<file path="config.mk">
export PLATFORM = sky130hd
export DESIGN_NAME = mole
export DESIGN_NICKNAME = d
export VERILOG_FILES = /design/src/rtl/mole_pkg.sv /design/src/rtl/mole_table.sv /design/src/rtl/mole.sv
export SDC_FILE = /design/constraint.sdc
export NUM_CORES = 1
export LEC_CHECK = 0
export BUFFER_PORTS_ARGS = -buffer_cell sky130_fd_sc_hd__buf_4
export CORE_ASPECT_RATIO = 0.6
export CORE_MARGIN = 8
export CORE_UTILIZATION = 41
export CTS_CLUSTER_DIAMETER = 80
export DETAILED_ROUTE_END_ITERATION = 10
export GPL_ROUTABILITY_DRIVEN = 0
export PLACE_DENSITY = 0.78
export SLEW_MARGIN = 20
export SYNTH_ARGS = -nofsm -noshare
export SYNTH_HDL_FRONTEND = slang
export SYNTH_SLANG_ARGS = --single-unit
</file>
<file path="constraint.sdc">
create_clock -name clk -period 3.8 [get_ports clk]
set_clock_uncertainty 0.1 [all_clocks]
set_input_delay 0.57 -clock clk [delete_from_list [all_inputs] [get_ports clk]]
set_output_delay 0.57 -clock clk [all_outputs]
set_load 0.05 [all_outputs]
</file>
<file path="src/rtl/mole_pkg.sv">
// mole_pkg: built-in trigger table and DIY table geometry shared by mole and mole_table.
package mole_pkg;

  localparam int ADDR_W        = 23;
  localparam int LOC_W         = 4;
  localparam int IDX_W         = 4;
  localparam int BUILTIN_LEN   = 8;
  localparam int BUILTIN_IDX_W = $clog2(BUILTIN_LEN);
  localparam int DIY_SLOTS     = 5;
  localparam int DIY_ADDR_W    = 24;
  localparam int DIY_LOC_W     = 4;

  // Element 0 is the earliest trigger, so it sits rightmost in the concatenation.
  localparam logic [BUILTIN_LEN-1:0][ADDR_W-1:0] BUILTIN_ADDR = {
    23'h013FC0, 23'h0121A0, 23'h010380, 23'h00E560,
    23'h00C740, 23'h00A920, 23'h008B01, 23'h006CDF
  };

  localparam logic [BUILTIN_LEN-1:0][LOC_W-1:0] BUILTIN_LOC = {
    4'd7, 4'd6, 4'd5, 4'd4, 4'd3, 4'd2, 4'd1, 4'd0
  };

endpackage

</file>
<file path="src/rtl/mole_table.sv">
// mole_table: returns the trigger address/location at idx for the active table.
// The DIY table is only built when MOLE_DIY_EN is defined.
module mole_table
  import mole_pkg::*;
(
  input  logic [IDX_W-1:0]                idx_i,
  input  logic                            using_diy_i,
  input  logic [DIY_SLOTS*DIY_ADDR_W-1:0] diy_addresses_i,
  input  logic [DIY_SLOTS*DIY_LOC_W-1:0]  diy_locations_i,
  output logic [ADDR_W-1:0]               entry_addr_o,
  output logic [LOC_W-1:0]                entry_loc_o,
  output logic                            entry_live_o,
  output logic [IDX_W-1:0]                table_len_o
);

`ifdef MOLE_DIY_EN
  logic [ADDR_W-1:0]    slot_addr [DIY_SLOTS];
  logic [LOC_W-1:0]     slot_loc  [DIY_SLOTS];
  logic [DIY_SLOTS-1:0] slot_msb;
  logic                 unused_slot_msb;

  genvar gi;
  generate
    for (gi = 0; gi < DIY_SLOTS; gi++) begin : g_slot
      assign slot_addr[gi] = diy_addresses_i[gi*DIY_ADDR_W +: ADDR_W];
      assign slot_msb[gi]  = diy_addresses_i[gi*DIY_ADDR_W + ADDR_W];
      assign slot_loc[gi]  = diy_locations_i[gi*DIY_LOC_W +: LOC_W];
    end
  endgenerate

  // Top bit of each 24-bit slot carries no address information.
  assign unused_slot_msb = ^slot_msb;
`else
  logic unused_diy;
  assign unused_diy = ^{using_diy_i, diy_addresses_i, diy_locations_i};
`endif

  always_comb begin
    entry_addr_o = '0;
    entry_loc_o  = '0;
    entry_live_o = 1'b1;
    table_len_o  = IDX_W'(BUILTIN_LEN);
    if (idx_i < IDX_W'(BUILTIN_LEN)) begin
      entry_addr_o = BUILTIN_ADDR[idx_i[BUILTIN_IDX_W-1:0]];
      entry_loc_o  = BUILTIN_LOC[idx_i[BUILTIN_IDX_W-1:0]];
    end
`ifdef MOLE_DIY_EN
    if (using_diy_i) begin
      table_len_o  = IDX_W'(DIY_SLOTS);
      entry_addr_o = '0;
      entry_loc_o  = '0;
      for (int s = 0; s < DIY_SLOTS; s++) begin
        if (idx_i == IDX_W'(s)) begin
          entry_addr_o = slot_addr[s];
          entry_loc_o  = slot_loc[s];
        end
      end
      // A zero address marks an unused slot: it is stepped over silently.
      entry_live_o = (entry_addr_o != '0);
    end
`endif
  end

endmodule

</file>
<file path="src/rtl/mole.sv">
// mole: emits one request_mole pulse per trigger-table entry crossed by the song address.
// Optional DIY trigger table enabled by defining MOLE_DIY_EN.
module mole
  import mole_pkg::*;
(
  input  logic                            clk,
  input  logic                            reset,
  input  logic [ADDR_W-1:0]               music_address,
  input  logic                            using_diy,
  input  logic [DIY_SLOTS*DIY_ADDR_W-1:0] diy_addresses,
  input  logic [DIY_SLOTS*DIY_LOC_W-1:0]  diy_locations,
  output logic                            request_mole,
  output logic [LOC_W-1:0]                mole_location
);

  logic [IDX_W-1:0]  idx_q, idx_d;
  logic [ADDR_W-1:0] last_addr_q;
  logic              request_q, request_d;
  logic [LOC_W-1:0]  location_q, location_d;
  logic              restart;

  logic [ADDR_W-1:0] entry_addr;
  logic [LOC_W-1:0]  entry_loc;
  logic              entry_live;
  logic [IDX_W-1:0]  table_len;

  mole_table u_table (
    .idx_i           (idx_q),
    .using_diy_i     (using_diy),
    .diy_addresses_i (diy_addresses),
    .diy_locations_i (diy_locations),
    .entry_addr_o    (entry_addr),
    .entry_loc_o     (entry_loc),
    .entry_live_o    (entry_live),
    .table_len_o     (table_len)
  );

`ifdef MOLE_DIY_EN
  logic mode_q;

  always_ff @(posedge clk) begin
    if (reset) mode_q <= 1'b0;
    else       mode_q <= using_diy;
  end

  // Switching tables rewinds exactly like a song restart.
  assign restart = (music_address < last_addr_q) || (using_diy != mode_q);
`else
  assign restart = (music_address < last_addr_q);
`endif

  always_comb begin
    idx_d      = idx_q;
    request_d  = 1'b0;
    location_d = location_q;
    if (restart) begin
      idx_d = '0;
    end else if ((idx_q < table_len) && (music_address >= entry_addr)) begin
      idx_d = idx_q + 1'b1;
      if (entry_live) begin
        request_d  = 1'b1;
        location_d = entry_loc;
      end
    end
  end

  always_ff @(posedge clk) begin
    if (reset) begin
      idx_q       <= '0;
      last_addr_q <= '0;
      request_q   <= 1'b0;
      location_q  <= '0;
    end else begin
      idx_q       <= idx_d;
      last_addr_q <= music_address;
      request_q   <= request_d;
      location_q  <= location_d;
    end
  end

  assign request_mole  = request_q;
  assign mole_location = location_q;

endmodule

</file>
======== After elaboration in Yosys (flattened, before gate mapping) ========
Memories as Yosys holds them, arrays and structs flattened. A register that Yosys moved wholly into a read port is not among the register bits.
Index checks and enable logic that the tools add are counted.
word-level totals
  memories ................................ 2
  bits in read-only memories .............. 216
  bits in registers ....................... 28
  output and inout port bits .............. 5
memories
  memory            depth  width  read ports  clocked after Yosys merged registers in  write ports  line              source
  (name not given)  8      23     1           1                                        0            mole_table.sv:44  entry_addr_o = BUILTIN_ADDR[idx_i[BUILTIN_IDX_W-1:0]];
  (name not given)  8      4      1           1                                        0            mole_table.sv:45  entry_loc_o = BUILTIN_LOC[idx_i[BUILTIN_IDX_W-1:0]];
cells by class
  $add $sub $neg .......................... 1
  bitwise operators ....................... 1
  $lt $le $gt $ge ......................... 4
  muxes and demuxes ....................... 5
  reductions and logical operators ........ 3
operator list
  operator             count
  $mux 23              2
  $ge 23x23->1         1
  $lt 23x23->1         1
  $mux 3               2
  $add 4x1->4 const B  1
  $lt 3x4->1 const B   1
  $lt 4x4->1 const B   1
  $reduce_and 2->1     1
  $reduce_or 2->1      1
  $logic_and 1x1->1    1
  $mux 1               1
  $not 1->1            1

======== Logic depth before layout (Yosys ltp) ========
Gate-level depths: netlist (run 1).
  depth after elaboration ................. 7
  depth in mapped cells ................... 15

======== Cells and area by module ========
From an unflattened synthesis (run 1), not the netlist that was laid out.
second synthesis, totals
  cells, all modules ...................... 307
  area total of the unflattened synthesis .. 2575.0 µm²
modules (own cells, without submodules)
  module      area each (µm²)  instances  cells each
  mole        2189.6           1          254
  mole_table  385.4            1          53

======== Worst setup path after synthesis (run 1) ========
Ideal clock, no wire load.
  path kind ............................... input to register
  start point ............................. input music_address[16]
  end point ............................... register (tool-made name)
  library setup time ...................... 0.121 ns
  path buffers ............................ 1
  slack ................................... 0.703 ns
  stages .................................. 10
  arrival time ............................ 2.876 ns
  cells stage by stage .................... ha_1 -> a21o_1 -> a21o_1 -> a221oi_1 -> o211ai_1 -> o21bai_1 -> clkbuf_1 -> nor2_1 -> ha_1 -> mux2_4
RTL lines
  what                line       source
  start: declaration  mole.sv:8  input logic [ADDR_W-1:0] music_address,

==> results.rst, run 1 <==
.. list-table::
   :header-rows: 1

   * - Metric
     - Value
   * - Slew @ Worst Pin
     - 0.543 ns
   * - Worst min-delay path category
     - input port to flip-flop
   * - Reg-to-reg critical path startpoint
     - idx_q[3]$_SDFFE_PP0P_
   * - Clock Tree Root
     - sky130_fd_sc_hd__clkbuf_8
   * - ANT nets after route
     - 0
   * - Routed wire length
     - 5600 µm
   * - Core region area
     - 5650 µm²
   * - Die outline area
     - a little under 9000 µm²
   * - Hold violation total from the final report
     - 0
   * - Detailed Routing Iterations Pass 1
     - 4
   * - Final TNS setup
     - 0 ns
   * - Worst-case vdd ir drop
     - 0.216 mV
   * - Layout-stage area growth over the synthesis result
     - 19.0%
   * - Worst slew margin relative to its limit
     - a little under two thirds
   * - Highest cell delay on the worst timing path
     - 0.42 ns
   * - Max Fanout on Critical Path
     - 7
   * - Pin count of the biggest net entering global routing
     - 28
   * - Final count of pins violating max slew
     - 0
   * - Endpoint arrival time on the critical path
     - around 3.5 ns
   * - Worst-path cell with the longest stage delay
     - sky130_fd_sc_hd__dfxtp_2
   * - Input/output buffers
     - 28
   * - Top flip-flop cell by instance count after synthesis
     - sky130_fd_sc_hd__dfxtp_1
   * - Startpoint Class
     - flip-flop
   * - RSZ-0062 raised after global routing
     - false
   * - Antenna violations before repair
     - 0
   * - Final critical-path setup slack
     - 0.423 ns
   * - Number of global-route vias before repair
     - 1861
   * - Routed length per instance
     - 14.4 µm
   * - Delay-heaviest family, CP
     - compound AO/OA/AOI/OAI gates
   * - Worst R2R Path Depth
     - 15
   * - PnR Total Power
     - 1.12 mW
   * - Final worst path period share
     - between 80% and 90%
   * - Number of flops mapped to enable cells by yosys
     - 0
   * - Max frequency
     - just under 300 MHz
   * - Portion of the post-synthesis area used by sequential elements
     - 36.1%
   * - Cell-by-cell trace of the critical path
     - clkinvlp_4 -> buf_4 -> nand2_1 -> ha_1 -> o21ai_0 -> nor2_1 -> a211oi_1 -> o31a_1 -> nor2_1 -> xnor2_1 -> nor2_1 -> ha_1 -> nor2_1 -> a311o_1 -> o211ai_1
   * - Synthesized area per cell
     - 9.04 µm²
   * - Remaining routing DRC violations
     - 0
   * - Num CTS Buffers
     - 5
   * - PwrDens
     - 385 nW/µm²
   * - Synthesized flop and latch total
     - 44
   * - Clock latency of the later-clocked register in the worst-skew pair
     - 0.31 ns
   * - Area of the mapped netlist
     - approximately 2400 µm²
   * - # IOs
     - about 170
   * - Number of cell rows
     - 21
   * - Req. time, crit path
     - 3.91 ns
   * - Floorplan die width
     - 116 µm
   * - Clock Pin Slew Worst Setup and Hold Paths
     - 0.09 ns
   * - Mapped Nets
     - 479
   * - Post-CTS Hold Buffers
     - 0
   * - H-tree level count
     - 2
   * - Portion of synthesized cell area occupied by the leading cell type
     - 36.1%
   * - Clk sink count
     - 44
   * - Ant diodes
     - 0
   * - Count of unique library cells instantiated by Yosys
     - 39
   * - Result of the run
     - complete, no violations
   * - Fraction of final layout cells sized beyond drive strength 1
     - 16.6%
   * - Post-DR vias/cell
     - about 5
   * - GRT Total Usage
     - 13.3%
   * - Kind of capture point of the worst setup path
     - flip-flop
   * - Worst Hold Path EP
     - last_addr_q[19]$_SDFF_PP0_
   * - Critical path type
     - flip-flop to flip-flop
   * - YS warnings
     - 0
   * - Vias
     - 1963
   * - Worst slack after detailed placement
     - 0.260 ns
   * - Synthesized instance count
     - between 200 and 300
   * - Biggest area contributors in the synthesized netlist
     - sky130_fd_sc_hd__dfxtp_1 36%, sky130_fd_sc_hd__ha_1 22%, sky130_fd_sc_hd__nor2b_1 6.2%
   * - Register-to-Register Setup Slack
     - roughly 0.42 ns
   * - Total overflow reported by the global router
     - 0
   * - Starting density of the core
     - 43.2%
   * - Clk buf depth
     - 2
   * - Fill cell total of the finished layout
     - 523
   * - Share of flip-flops with an asynchronous set or reset
     - 0%
   * - Detailed router's first-iteration violation count
     - 113
   * - Wire length of the first global-routing pass
     - 8930 µm
   * - Setup violators final
     - 0
   * - DPL Wire Length
     - between 4000 and 5000 µm
   * - Hold_sp
     - music_address[19]
   * - Buf/Inv on CP
     - 2
   * - Static leakage
     - 1.34 nW
   * - Min-Delay Path Depth
     - 2
   * - Most used cell, CP
     - sky130_fd_sc_hd__nor2_1
   * - Shortest clock period the worst path allows after layout
     - 3.38 ns
   * - Max Cap Viol
     - 0
   * - Post-synth top area cell
     - sky130_fd_sc_hd__dfxtp_1
   * - Die height
     - 75.8 µm
   * - Count of nets after finishing
     - approximately 520
   * - Clock tree from TritonCTS
     - yes
-- cell usage after synthesis (all sizes together), types with 2 or more instances --
cell type,number
nand2b,4
a221oi,2
nand2,19
xnor2,2
a211o,2
a21oi,19
o21ai,5
nor3,3
dfxtp,44
nand4,8
ha,43
inv,29
clkbuf,5
and2,2
mux2i,5
nand3,5
o211ai,6
a211oi,3
a21o,7
nor2,17
buf,2
nor2b,24
nor4,2
-- how the worst max path moves through the flow --
stage                           from        end  slack, ns  depth (start not counted)
6_report       idx_q[3]$_SDFFE_PP0P_  flip-flop       0.42                         15
5_1_grt        idx_q[3]$_SDFFE_PP0P_  flip-flop       0.14                         14
3_5_place_dp   idx_q[3]$_SDFFE_PP0P_  flip-flop       0.26                         13
3_3_place_gp   idx_q[3]$_SDFFE_PP0P_  flip-flop       0.31                         13
4_1_cts        idx_q[3]$_SDFFE_PP0P_  flip-flop       0.21                         13
2_1_floorplan      music_address[16]  flip-flop       0.70                         10
-- cell usage in the layout (no fill, tap or decap), drive strengths merged, types with 2 or more instances in the layout --
master / n
mux2i: 5
ha: 43
inv: 30
nor2b: 24
xnor2: 2
nand3: 5
a211o: 2
a21oi: 19
nor3: 3
nand4: 8
clkinvlp: 3
a221oi: 2
a211oi: 3
clkbuf: 5
nand2b: 4
o211ai: 6
nand2: 19
nor2: 17
nor4: 2
o21ai: 5
buf: 36
a21o: 7
dfxtp: 44
and2: 2
-- timing repair --
| item | 4_1_cts | 5_1_grt |
|---|---|---|
| endpoints found under the setup margin | 0 | 1 |
| resized for setup | 0 | 2 |
| buffers inserted | 0 | 3 |
-- through the flow --
| step | instances | hold WS [ns] | utilization, % | cell area, µm² |
|---|---|---|---|---|
| after floorplan | 270 | 0.436 | - | 2440 |
| after detailed placement | 376 | 0.393 | 48.8 | 2760 |
| after global placement | 376 | 0.384 | 48.8 | 2760 |
| after global routing | 388 | 0.381 | 51.4 | 2900 |
| after CTS | 384 | 0.388 | 50.8 | 2870 |
| final | 388 | 0.394 | 51.4 | 2900 |
-- worst reg2reg max path: cells and delay by family (launching register included) --
family / cells / cell delay (ns)
XOR/XNOR: 1 / 0.15
adder cells (fa/ha/maj): 2 / 0.51
flip-flops: 1 / 0.42
AO/OA/AOI/OAI: 5 / 1.17
buffers and inverters: 2 / 0.37
AND/OR/NAND/NOR: 5 / 0.55
-- cells by family (layout without fill, tap and decap cells) --
logic type / after synthesis / count (layout) / share of synthesized area [%]
flops: 44 / 44 / 36.1
buf+inv: 37 / 75 / 5.90
compound gates: 49 / 49 / 13.6
xor+xnor: 2 / 2 / 0.718
mux: 6 / 6 / 2.67
other cells: 1 / 1 / 0.154
fa+ha+maj: 43 / 43 / 22.1
simple gates: 88 / 88 / 18.8
-- metal layers --
layer	GRT usage, %	part of all wire, %	wire length, µm
met5	0	0	0
met4	2.31	0.41	23
met3	5.22	6.8	381
met2	17.9	38	2150
met1	19.2	54	3040
-- layout make-up --
| cell class | count | area [µm²] | share of cell area, % |
|---|---|---|---|
| Clock inverter | 3 | 46.3 | 1.59 |
| Tap cell | 80 | 100 | 3.45 |
| Sequential cell | 44 | 882 | 30.4 |
| Multi-Input combinational cell | 189 | 1420 | 48.7 |
| Timing Repair inverter | 1 | 5.00 | 0.172 |
| Clock buffer | 5 | 68.8 | 2.37 |
| Timing Repair Buffer | 36 | 270 | 9.31 |
| Inverter | 30 | 116 | 4.01 |
-- power by group --
part | total [mW] | leakage, nW | internal (mW) | switching, mW
combinational | 0.234 | 0.924 | 0.106 | 0.129
clock | 0.380 | 0.0548 | 0.198 | 0.182
sequential | 0.504 | 0.365 | 0.492 | 0.0117
No activity file was read; power rests on OpenSTA's default activity.
==> run 2: changes to the inputs <==
SETUP_SLACK_MARGIN = 0.02   (was unset)
clock period = 3.76 ns   (was 3.8 ns; I/O delays follow)
==> run 2 against run 1 <==
Against the previous run: die area is the same; fmax decreased by 3.0%; worst hold slack better by 0.0040 ns; highest routed layer unchanged.
==> results.rst, run 2 (synthesis results as in run 1) <==
.. list-table::
   :header-rows: 1

   * - Metric
     - Value
   * - Non-filler cells in the finished layout
     - 389 (+0.26%)
   * - Core region area
     - 5650 µm² (unchanged)
   * - Final TNS setup
     - 0 ns (unchanged)
   * - GRT Total Usage
     - 13.7% (+0.43 points)
   * - Commonest cells after routing, fill and taps aside
     - 43 x sky130_fd_sc_hd__ha_1, 43 x sky130_fd_sc_hd__dfxtp_1, 37 x sky130_fd_sc_hd__buf_4, 29 x sky130_fd_sc_hd__inv_1, 24 x sky130_fd_sc_hd__nor2b_1
   * - Buf/Inv on CP
     - 2 (unchanged)
   * - Worst slack after detailed placement
     - 0.190 ns (-0.0709 ns)
   * - Floorplan die width
     - 116 µm (unchanged)
   * - Slew @ Worst Pin
     - 0.531 ns (-0.0114 ns)
   * - Clock Pin Slew Worst Setup and Hold Paths
     - 0.08 ns (about the same)
   * - # IOs
     - 171 (unchanged)
   * - Worst-case vdd ir drop
     - 0.196 mV (-9.4%)
   * - Number of global-route vias before repair
     - 1867 (+0.32%)
   * - Detailed router's first-iteration violation count
     - 125 (+11%)
   * - Ant diodes
     - 0 (unchanged)
   * - Endpoint arrival time on the critical path
     - 3.59 ns (+0.10 ns)
   * - Worst min-delay path category
     - input port to flip-flop
   * - Starting density of the core
     - 43.2% (unchanged)
   * - Clk buf depth
     - 2 (unchanged)
   * - Antenna violations before repair
     - 0 (unchanged)
   * - Cell area after placement
     - 2760 µm² (+0.27%)
   * - PwrDens
     - 367 nW/µm² (-4.6%)
   * - Routed length per instance
     - 14.7 µm (+2.1%)
   * - Fraction of final layout cells sized beyond drive strength 1
     - 16.8% (+0.27 points)
   * - Critical path type
     - flip-flop to flip-flop
   * - Count of nets after finishing
     - 517 (+0.19%)
   * - Detailed Routing Iterations Pass 1
     - 4 (unchanged)
   * - Layout-stage area growth over the synthesis result
     - 18.4%
   * - Routed wire length
     - 5730 µm (+2.4%)
   * - Final count of pins violating max slew
     - 0 (unchanged)
   * - Worst slew margin relative to its limit
     - 64.4% (+0.76 points)
   * - Wire length of the first global-routing pass
     - 9220 µm (+3.2%)
   * - Vias
     - 1940 (-1.2%)
   * - Max Fanout on Critical Path
     - 6 (-1)
   * - Pin count of the biggest net entering global routing
     - 28 (unchanged)
   * - Kind of capture point of the worst setup path
     - flip-flop
   * - Max Cap Viol
     - 0 (unchanged)
   * - Die outline area
     - 8760 µm² (unchanged)
   * - Clk sink count
     - 44 (unchanged)
   * - Total overflow reported by the global router
     - 0 (unchanged)
   * - PnR Total Power
     - 1.06 mW (-5.1%)
   * - Highest cell delay on the worst timing path
     - 0.42 ns (about the same)
   * - Final worst path period share
     - 92.6% (+3.7 points)
   * - Input/output buffers
     - 28 (unchanged)
   * - Static leakage
     - 1.35 nW (+0.19%)
   * - Clock Tree Root
     - sky130_fd_sc_hd__clkbuf_8
   * - Design Area, Final
     - 2890 µm² (-0.52%)
   * - RSZ-0062 raised after global routing
     - false
   * - ANT nets after route
     - 0 (unchanged)
   * - Setup violators final
     - 0 (unchanged)
   * - Delay-heaviest family, CP
     - compound AO/OA/AOI/OAI gates
   * - Clock tree from TritonCTS
     - yes
   * - Post-DR vias/cell
     - 4.99 (-1.4%)
   * - Num CTS Buffers
     - 5 (unchanged)
   * - Shortest clock period the worst path allows after layout
     - 3.48 ns (+0.105 ns)
   * - Number of cell rows
     - 21 (unchanged)
   * - Startpoint Class
     - flip-flop
   * - Clock latency of the later-clocked register in the worst-skew pair
     - 0.30 ns (about the same)
   * - Most used cell, CP
     - sky130_fd_sc_hd__nor2_1
   * - Remaining routing DRC violations
     - 0 (unchanged)
   * - Worst-path cell with the longest stage delay
     - sky130_fd_sc_hd__dfxtp_2
   * - Die height
     - 75.8 µm (unchanged)
   * - Max frequency
     - 287 MHz (-3.0%)
   * - Hold violation total from the final report
     - 0 (unchanged)
   * - Cell count after placement
     - 377 (+0.27%)
   * - H-tree level count
     - 2 (unchanged)
   * - Req. time, crit path
     - 3.87 ns (-0.04 ns)
   * - DPL Wire Length
     - 4410 µm (+2.7%)
   * - Cell-by-cell trace of the critical path
     - clkinvlp_2 -> buf_4 -> nand2_1 -> ha_1 -> nand3_1 -> a21oi_1 -> a211oi_1 -> o31a_1 -> nor2_1 -> xnor2_1 -> nor2_1 -> ha_1 -> nor2_1 -> a311o_1 -> o211ai_1
   * - Final critical-path setup slack
     - 0.278 ns (-0.145 ns)
   * - Result of the run
     - complete, no violations
-- run 2: changes by cell type in the layout (fill, tap and decap cells not counted) --
cell,previous run,this run
sky130_fd_sc_hd__buf_4,36,37
sky130_fd_sc_hd__clkinvlp_4,2,1
sky130_fd_sc_hd__clkinv_2,0,2
sky130_fd_sc_hd__clkbuf_8,5,6
sky130_fd_sc_hd__inv_6,1,0
sky130_fd_sc_hd__bufinv_16,1,0
-- run 2: final cells by class --
cell class / count / area (µm²)
clock buffer: 6 / 82.6
clock inverter: 2 / 10.0
fill: 531 / 2760
inverter: 30 / 116
multi-input combinational: 189 / 1420
sequential: 44 / 882
tap: 80 / 100
timing repair buffer: 37 / 278
timing repair inverter: 1 / 5.00
-- run 2: what timing repair did --
item / CTS / global route
buffers inserted: 0 / 3
resized for setup: 0 / 2
hold buffers: 0 / 0
setup endpoints to repair: 0 / 3
-- run 2: worst register-to-register path: stages, from the launching register on --
cell and delay, ns:
sky130_fd_sc_hd__dfxtp_2 0.42, sky130_fd_sc_hd__clkinvlp_2 0.27, sky130_fd_sc_hd__buf_4 0.21, sky130_fd_sc_hd__nand2_1 0.05
sky130_fd_sc_hd__ha_1 0.22, sky130_fd_sc_hd__nand3_1 0.15, sky130_fd_sc_hd__a21oi_1 0.06, sky130_fd_sc_hd__a211oi_1 0.30
sky130_fd_sc_hd__o31a_1 0.33, sky130_fd_sc_hd__nor2_1 0.13, sky130_fd_sc_hd__xnor2_1 0.16, sky130_fd_sc_hd__nor2_1 0.22
sky130_fd_sc_hd__ha_1 0.25, sky130_fd_sc_hd__nor2_1 0.07, sky130_fd_sc_hd__a311o_1 0.32, sky130_fd_sc_hd__o211ai_1 0.14
-- run 2: report_power, final --
| group | internal [mW] | switching [mW] | leakage [nW] |
|---|---|---|---|
| Combinational | 0.109 | 0.133 | 0.931 |
| Sequential | 0.497 | 0.0124 | 0.365 |
| Clock | 0.147 | 0.163 | 0.0510 |
-- run 2: per-layer routing --
layer / up-vias / GRT usage [%] / part of all wire (%)
li1: 1002 / - / -
met1: 877 / 20.1 / 53
met2: 53 / 18.4 / 39
met3: 8 / 4.19 / 7.5
met4: 0 / 3.90 / 0.98
met5: - / 0 / 0
-- run 2: path summary, 6_finish.rpt --
kind,from,to,slack (ns),cells after the start
hold reg to reg,mole_location[1]$_SDFFE_PP0P_,mole_location[1]$_SDFFE_PP0P_,0.40,2
setup / recovery,idx_q[3]$_SDFFE_PP0P_,flip-flop,0.28,15
hold / removal,music_address[6],last_addr_q[6]$_SDFF_PP0_,0.40,2
setup reg to reg,idx_q[3]$_SDFFE_PP0P_,flip-flop,0.28,15
-- run 2: per-stage QoR --
| stage | hold WS, ns | utilization (%) |
|---|---|---|
| final | 0.398 | 51.1 |
| after global routing | 0.391 | 51.1 |
| after CTS | 0.391 | 50.6 |
| after detailed placement | 0.393 | 48.9 |
| after global placement | 0.383 | 48.9 |
| after floorplan | 0.436 | - |
